### config.mk
export PLATFORM = sky130hd
export DESIGN_NAME = alu_sequencer
export DESIGN_NICKNAME = d
export VERILOG_FILES = /design/src/rtl/alu_sequencer.sv
export SDC_FILE = /design/constraint.sdc
export NUM_CORES = 1
export LEC_CHECK = 0
export BUFFER_PORTS_ARGS = -buffer_cell sky130_fd_sc_hd__buf_4
export CELL_PAD_IN_SITES_DETAIL_PLACEMENT = 1
export CELL_PAD_IN_SITES_GLOBAL_PLACEMENT = 1
export CORE_MARGIN = 10
export CORE_UTILIZATION = 33
export DETAILED_ROUTE_END_ITERATION = 10
export GPL_TIMING_DRIVEN = 0
export HOLD_SLACK_MARGIN = 0.12
export MAX_ROUTING_LAYER = met4
export PLACE_DENSITY_LB_ADDON = 0.3
export SYNTH_ARGS = -nofsm -noshare
export SYNTH_HDL_FRONTEND = slang
export SYNTH_SLANG_ARGS = --single-unit
### constraint.sdc
create_clock -name clk -period 1.9 [get_ports clk]
set_clock_uncertainty 0.2 [all_clocks]
set_input_delay 0.19 -clock clk [delete_from_list [all_inputs] [get_ports clk]]
set_output_delay 0.19 -clock clk [all_outputs]
set_load 0.005 [all_outputs]
### src/rtl/alu_sequencer.sv
// Purpose : issues one command at a time to an external combinational ALU, holds the
//           operands stable while the ALU settles, then captures and presents the result.
// Latency : accept edge to rsp_valid high is exactly SETTLE_CYCLES cycles; one command per
//           SETTLE_CYCLES+2 cycles with rsp_ready held high (no same-cycle turnaround).
// Backpressure: rsp_valid/rsp_result/flags hold while rsp_ready is low; cmd_ready stays low
//           until the response handshake completes, so extra cmd_valid pulses are ignored.
//
// Ports:
//   clk, rst_n                          clock, synchronous active-low reset
//   cmd_valid/cmd_ready                 command handshake
//   cmd_opcode, cmd_op1, cmd_op2        command payload (opcode is passed through, never decoded)
//   Opcode, Operand1, Operand2          registered ALU inputs, held from accept to next accept
//   Result, flagC, flagZ                ALU outputs, sampled at the end of the settle window
//   rsp_valid/rsp_ready                 response handshake
//   rsp_result, rsp_flagC, rsp_flagZ    captured ALU outputs
//   txn_count                           completed transactions, wraps at 16 bits
//
// SETTLE_CYCLES legal range is 1..15 (the settle counter is 4 bits wide).

module alu_sequencer #(
    parameter int SETTLE_CYCLES = 2
) (
    input  logic        clk,
    input  logic        rst_n,
    input  logic        cmd_valid,
    output logic        cmd_ready,
    input  logic [3:0]  cmd_opcode,
    input  logic [7:0]  cmd_op1,
    input  logic [7:0]  cmd_op2,
    output logic [3:0]  Opcode,
    output logic [7:0]  Operand1,
    output logic [7:0]  Operand2,
    input  logic [15:0] Result,
    input  logic        flagC,
    input  logic        flagZ,
    output logic        rsp_valid,
    input  logic        rsp_ready,
    output logic [15:0] rsp_result,
    output logic        rsp_flagC,
    output logic        rsp_flagZ,
    output logic [15:0] txn_count
);

    typedef enum logic [1:0] {
        IDLE   = 2'd0,
        SETTLE = 2'd1,
        RESP   = 2'd2
    } state_t;

    localparam logic [3:0] SETTLE_LOAD = 4'(SETTLE_CYCLES - 1);

    state_t      state;
    state_t      state_nxt;
    logic [3:0]  settle_cnt;
    logic [15:0] txn_q;
    logic        accept;
    logic        settle_done;
    logic        rsp_done;

    // Gated by rst_n so the block never advertises readiness while held in reset,
    // even on the very first reset cycle when the state register may still be unknown.
    assign cmd_ready   = rst_n && (state == IDLE);
    assign accept      = cmd_valid && cmd_ready;
    assign settle_done = (state == SETTLE) && (settle_cnt == 4'd0);
    // rsp_valid is only set by the capture edge, so a handshake needs it already high;
    // rsp_ready asserted on the capture edge itself cannot complete one.
    assign rsp_done    = (state == RESP) && rsp_valid && rsp_ready;
    assign txn_count   = txn_q;

    // State register
    always_ff @(posedge clk) begin
        if (!rst_n) begin
            state <= IDLE;
        end else begin
            state <= state_nxt;
        end
    end

    // Next-state logic
    always_comb begin
        state_nxt = state;
        case (state)
            IDLE: begin
                if (cmd_valid) begin
                    state_nxt = SETTLE;
                end
            end
            SETTLE: begin
                if (settle_cnt == 4'd0) begin
                    state_nxt = RESP;
                end
            end
            RESP: begin
                if (rsp_valid && rsp_ready) begin
                    state_nxt = IDLE;
                end
            end
            default: begin
                state_nxt = IDLE;
            end
        endcase
    end

    // Settle counter: loaded with SETTLE_CYCLES-1 on accept so the capture edge lands
    // exactly SETTLE_CYCLES edges after the accept edge.
    always_ff @(posedge clk) begin
        if (!rst_n) begin
            settle_cnt <= 4'd0;
        end else if (accept) begin
            settle_cnt <= SETTLE_LOAD;
        end else if ((state == SETTLE) && (settle_cnt != 4'd0)) begin
            settle_cnt <= settle_cnt - 4'd1;
        end
    end

    // ALU operand registers: written only on accept, held through every other state.
    always_ff @(posedge clk) begin
        if (!rst_n) begin
            Opcode   <= 4'd0;
            Operand1 <= 8'd0;
            Operand2 <= 8'd0;
        end else if (accept) begin
            Opcode   <= cmd_opcode;
            Operand1 <= cmd_op1;
            Operand2 <= cmd_op2;
        end
    end

    // Response capture: result and flags are sampled once and then frozen, so ALU
    // activity during RESP cannot disturb what the consumer sees.
    always_ff @(posedge clk) begin
        if (!rst_n) begin
            rsp_valid  <= 1'b0;
            rsp_result <= 16'd0;
            rsp_flagC  <= 1'b0;
            rsp_flagZ  <= 1'b0;
        end else if (settle_done) begin
            rsp_valid  <= 1'b1;
            rsp_result <= Result;
            rsp_flagC  <= flagC;
            rsp_flagZ  <= flagZ;
        end else if (rsp_done) begin
            rsp_valid  <= 1'b0;
        end
    end

    // Completed-transaction counter, natural 16-bit wrap.
    always_ff @(posedge clk) begin
        if (!rst_n) begin
            txn_q <= 16'd0;
        end else if (rsp_done) begin
            txn_q <= txn_q + 16'd1;
        end
    end

endmodule

## Yosys cells after proc, flatten, opt, wreduce, memory -nomap -nowiden

Cells that the tools add are included.

- Register bits: 61
- Input port bits: 42
- Output and inout port bits: 56

- $add $sub $neg: 2
- Equal/unequal tests: 5
- Muxes and demuxes: 8
- Bitwise gates (word level): 1
- Reductions and logical operators: 14

Operator list:

| kind | number |
|---|---|
| adder 16 x 1 -> 16 bit (second input constant) | 1 |
| logical AND 1 bit | 7 |
| 2-to-1 mux 2 bit | 3 |
| case mux 2 bit (3 select lines) | 1 |
| zero test 4 bit | 1 |
| 2-to-1 mux 1 bit | 4 |
| != test 2 bit (second input constant) | 2 |
| nonzero test 2 bit | 2 |
| nonzero test 4 bit | 1 |
| subtractor 4 x 1 -> 4 bit (second input constant) | 1 |
| AND reduction 3 bit | 1 |
| == test 2 x 1 -> 1 bit (second input constant) | 1 |
| == test 2 bit (second input constant) | 1 |
| zero test 2 bit | 1 |
| != test 2 x 1 -> 1 bit (second input constant) | 1 |
| OR reduction 2 bit | 1 |
| NOT 1 bit | 1 |

## Depth between registers and ports, before layout

- Word-level depth: 5
- Mapped depth: 8
- Depth with buffers taken out: 6

## Worst setup path before layout

Ideal clock, no wire load.

- Kind: register to register
- Start: register settle_cnt[0]
- End: register rsp_flagC
- Setup time: 0.070 ns
- Arrival: 1.470 ns
- Path slack: 0.160 ns
- Stages on the path, launching flop included: 9
- Path buffers: 2
- Period minus slack after synthesis: 1.740 ns
- Path through: dfxtp_1 inv_1 ha_1 nor3b_1 and2_1 clkbuf_1 buf_2 nand2_1 a21oi_1

- Word-level cells in the longest chain between the ends: 2

Ends and longest elaborated chain:

| element | RTL line | RTL |
|---|---|---|
| start: declaration | 54 | `logic [3:0] settle_cnt;` |
| start signal: assignment | 112 | `settle_cnt <= settle_cnt - 4'd1;` |
| zero test 4 bit | 64 | `assign settle_done = (state == SETTLE) && (settle_cnt == 4'd0);` |
| logical AND 1 bit | 64 |  |
| end signal: assignment | 140 | `rsp_flagC <= flagC;` |
| end: declaration | 39 | `output logic rsp_flagC,` |

No other way between the ends.
A chain may end at the register's enable or synchronous reset.

## Worst setup path in the final report

- Start: register state[0]
- End: register txn_q[14], in the netlist txn_count[14]

- Word-level cells in the longest chain between the ends: 3

Ends and longest elaborated chain:

| element | RTL line | RTL |
|---|---|---|
| start: declaration | 52 | `state_t state;` |
| start signal: assignment | 75 | `state <= state_nxt;` |
| == test 2 bit | 67 | `assign rsp_done = (state == RESP) && rsp_valid && rsp_ready;` |
| logical AND 1 bit (2 in a row) | 67 |  |
| end signal: assignment | 152 | `txn_q <= txn_q + 16'd1;` |
| end: declaration | 55 | `logic [15:0] txn_q;` |

No other way between the ends.

==> out/metrics.yaml <==
tritoncts_clock_tree: "done"
power_density_nw_per_um2: 831
path_class: "flip-flop to flip-flop"
netlist_area_um2: 2390
longest_individual_stage_delay_on_the_worst_path_ns: 0.55
die_y_um: 105
leading_cell_type_in_the_layout_fill_and_taps_excluded: "buf_4"
power_leakage_nw: 1.62
vdd_ir_drop_max_uv: 469
synth-seq-area-share_pct: 51.2
worstPathMaxFanout: 9
final.period_utilization_pct: 95.8
mostFrequentLayoutCells: "96 x buf_4, 91 x nand2_1, 56 x dfxtp_1, 46 x a21oi_1, 41 x dlygate4sd3_1"
post_drt_wl_per_cell_um: 15.6
hold_slack_ns: 0.184
crit_chain: "and4b_1, buf_6, nand3_4, or4_4, a21oi_2"
crit_required_ns: 1.97
maximum_buffer_depth_of_the_clock_tree: 2
post_detailed_routing_wire_length_um: 8470
dpl.cell_count: 484
synth.yosys.warnings: 0
antenna_found_initial: 1
p_sw_mw: 0.803
holdCritPathClass: "input port to flip-flop"
seq_cells_post_synth: 61
design_area_um2: 3900
syn-instance-count: 292
cts.htree.levels: 3
fp.coreArea_um2: 6910
post-route-drc-count: 0
drt_iter0_drc: 52
cap_violations: 0
outcome: "finished clean"
finalNetCount: 483
synth.avg_cell_area_um2: 8.18
area.growth.synth_to_final_pct: 63.5
clock-root-buffer: "clkbuf_8"
fillerInstances: 857
die_width_um: 105
globalRoute.totalOverflow: 0
grt_max_degree: 11
final-hold-violation-count: 0
internal-power_mw: 2.44
worst_endpoint_data_arrival_time_ns: 1.89
vias: 2544
crit_path_start_kind: "flip-flop"
grt_first_pass_wirelength_um: 13400
cts_inserted_buffers: 9
slew_viol_final: 0
clk-insertion-delay-late_ns: 0.34
fin_crit_ns: 1.82
layoutNonFillerInstCount: 541
cts.repair_timing.setup_buffer_count: 0
synthDistinctLibCells: 35
antenna_violating_nets_post_route: 0
finalSetupViolations: 0
floorplan.initialDensity_pct: 34.6
pwr-share-seq_pct: 43.2
syn_nets: 336
slowest_cell_on_the_critical_path: "or4_4"
hpwl_um: 5620
power_frac_clock_pct: 40.9
grt_pass1_vias: 2706
design.die.area_um2: 11000
combPwrFrac_pct: 15.8
clkSinkCount: 61
placement.cell_area_um2: 3230
placement_rows: 30
vias_per_cell: 4.70
sw_frac_of_total_pct: 24.7
type_of_element_capturing_the_critical_path: "flip-flop"
drt-pass1-iter-count: 4
slew_headroom_pct: 66.5
tightestPinTransition_ns: 0.503
i_o_pins: 98
port_buffers: 96
maxClockFrequency_mhz: 549
finalWeightedCongestion: 0.747
grt.total_usage_pct: 15.2
clk_pin_slew_ns: 0.07
final_layout_size_suffix_gt1_share_pct: 31.1
[synthesized netlist by cell type, drive strengths merged]
master | instances | area, µm²
a211oi | 1 | 7.51
a21oi | 47 | 235
and2 | 3 | 18.8
and2b | 1 | 8.76
and3 | 3 | 20.0
and4b | 1 | 10.0
buf | 5 | 37.5
clkbuf | 10 | 37.5
dfxtp | 61 | 1220
ha | 2 | 25.0
inv | 7 | 26.3
mux2i | 2 | 20.0
nand2 | 91 | 342
nand2b | 2 | 12.5
nand3 | 7 | 47.6
nand3b | 1 | 7.51
nand4 | 5 | 31.3
nand4b | 1 | 8.76
nor2 | 11 | 41.3
nor3 | 1 | 5.00
nor3b | 2 | 15.0
nor4 | 3 | 18.8
o21ai | 3 | 15.0
o31ai | 3 | 22.5
or2 | 1 | 6.26
or3 | 3 | 20.0
or3b | 1 | 8.76
or4 | 4 | 30.0
xnor2 | 4 | 35.0
xor2 | 6 | 52.6
[metal layers]
| metal | track usage [%] | up-vias | share of wire (%) |
|---|---|---|---|
| met5 | - | - | 0 |
| met4 | 6.08 | 0 | 1.4 |
| met3 | 4.48 | 9 | 5.0 |
| met2 | 26.5 | 67 | 52 |
| met1 | 15.7 | 1203 | 41 |
| li1 | - | 1265 | - |
[logic make-up after synthesis]
logic type / Yosys count / share of synthesized area, %
mux: 2 / 0.839
xor+xnor: 10 / 3.67
compound gates: 54 / 11.7
flops: 61 / 51.2
buf+inv: 22 / 4.24
simple gates: 141 / 27.3
fa+ha+maj: 2 / 1.05
[state kept, by name (all words and copies together) (netlist names)]
name and cells:
rsp_flagC 1, settle_cnt 4, txn_count 16, Opcode 4, Operand2 8, Operand1 8
rsp_flagZ 1, rsp_result 16, rsp_valid 1, state 2
[power by group through the flow]
stage                     logic, mW  registers, mW  clock network [mW]
after floorplan               0.200           1.43                   0
after global placement        0.423           1.42                   0
after detailed placement      0.434           1.43                   0
after CTS                     0.503           1.40                1.34
after global routing          0.573           1.41                1.41
final                         0.513           1.40                1.33
[critical path: cells and delay by family (launching register included)]
kind	cells	cell delay [ns]
DFF	1	0.34
and+or+nand+nor	3	0.94
AOI/OAI and AO/OA	1	0.14
buffers and inverters	1	0.14
[final timing paths]
kind	endpoint	start	slack [ns]	cells after the start
worst min register to register	Operand2[7]$_SDFFE_PN0P_	Operand2[7]$_SDFFE_PN0P_	0.25	2
worst max-delay path	txn_count[14]$_SDFFE_PN0P_	state[0]$_SDFFE_PN0P_	0.08	5
worst max register to register	txn_count[14]$_SDFFE_PN0P_	state[0]$_SDFFE_PN0P_	0.08	5
worst min-delay path	txn_count[1]$_SDFFE_PN0P_	rsp_ready	0.18	4
[layout make-up]
class	count	area [µm²]	share of cell area, %
antenna	1	2.50	0.0641
buffer	14	73.8	1.89
clock buffer	12	155	3.97
clock inverter	4	70.1	1.79
inverter	7	26.3	0.673
multi-input combinational	209	1100	28.1
sequential	61	1230	31.4
tap	96	120	3.08
timing repair buffer	137	1130	29.0
[metrics by stage]
step | setup WS [ns] | utilization [%] | TNS, ns | total power, mW
finish | 0.0800 | 56.5 | 0 | 3.24
global route | -0.00613 | 56.5 | -0.00613 | 3.39
CTS | 0.0289 | 55.9 | 0 | 3.24
detailed placement | -0.174 | 46.7 | -1.63 | 1.86
global placement | -0.142 | 46.7 | -1.30 | 1.84
floorplan | 0.160 | - | 0 | 1.63
[repair_timing]
action / 4_1_cts / 5_1_grt
endpoints found under the hold margin: 47 / 0
hold buffers: 41 / 0
pin swaps: 0 / 1
endpoints found under the setup margin: 10 / 28
resized for setup: 1 / 18
No activity file was read; power rests on OpenSTA's default activity.
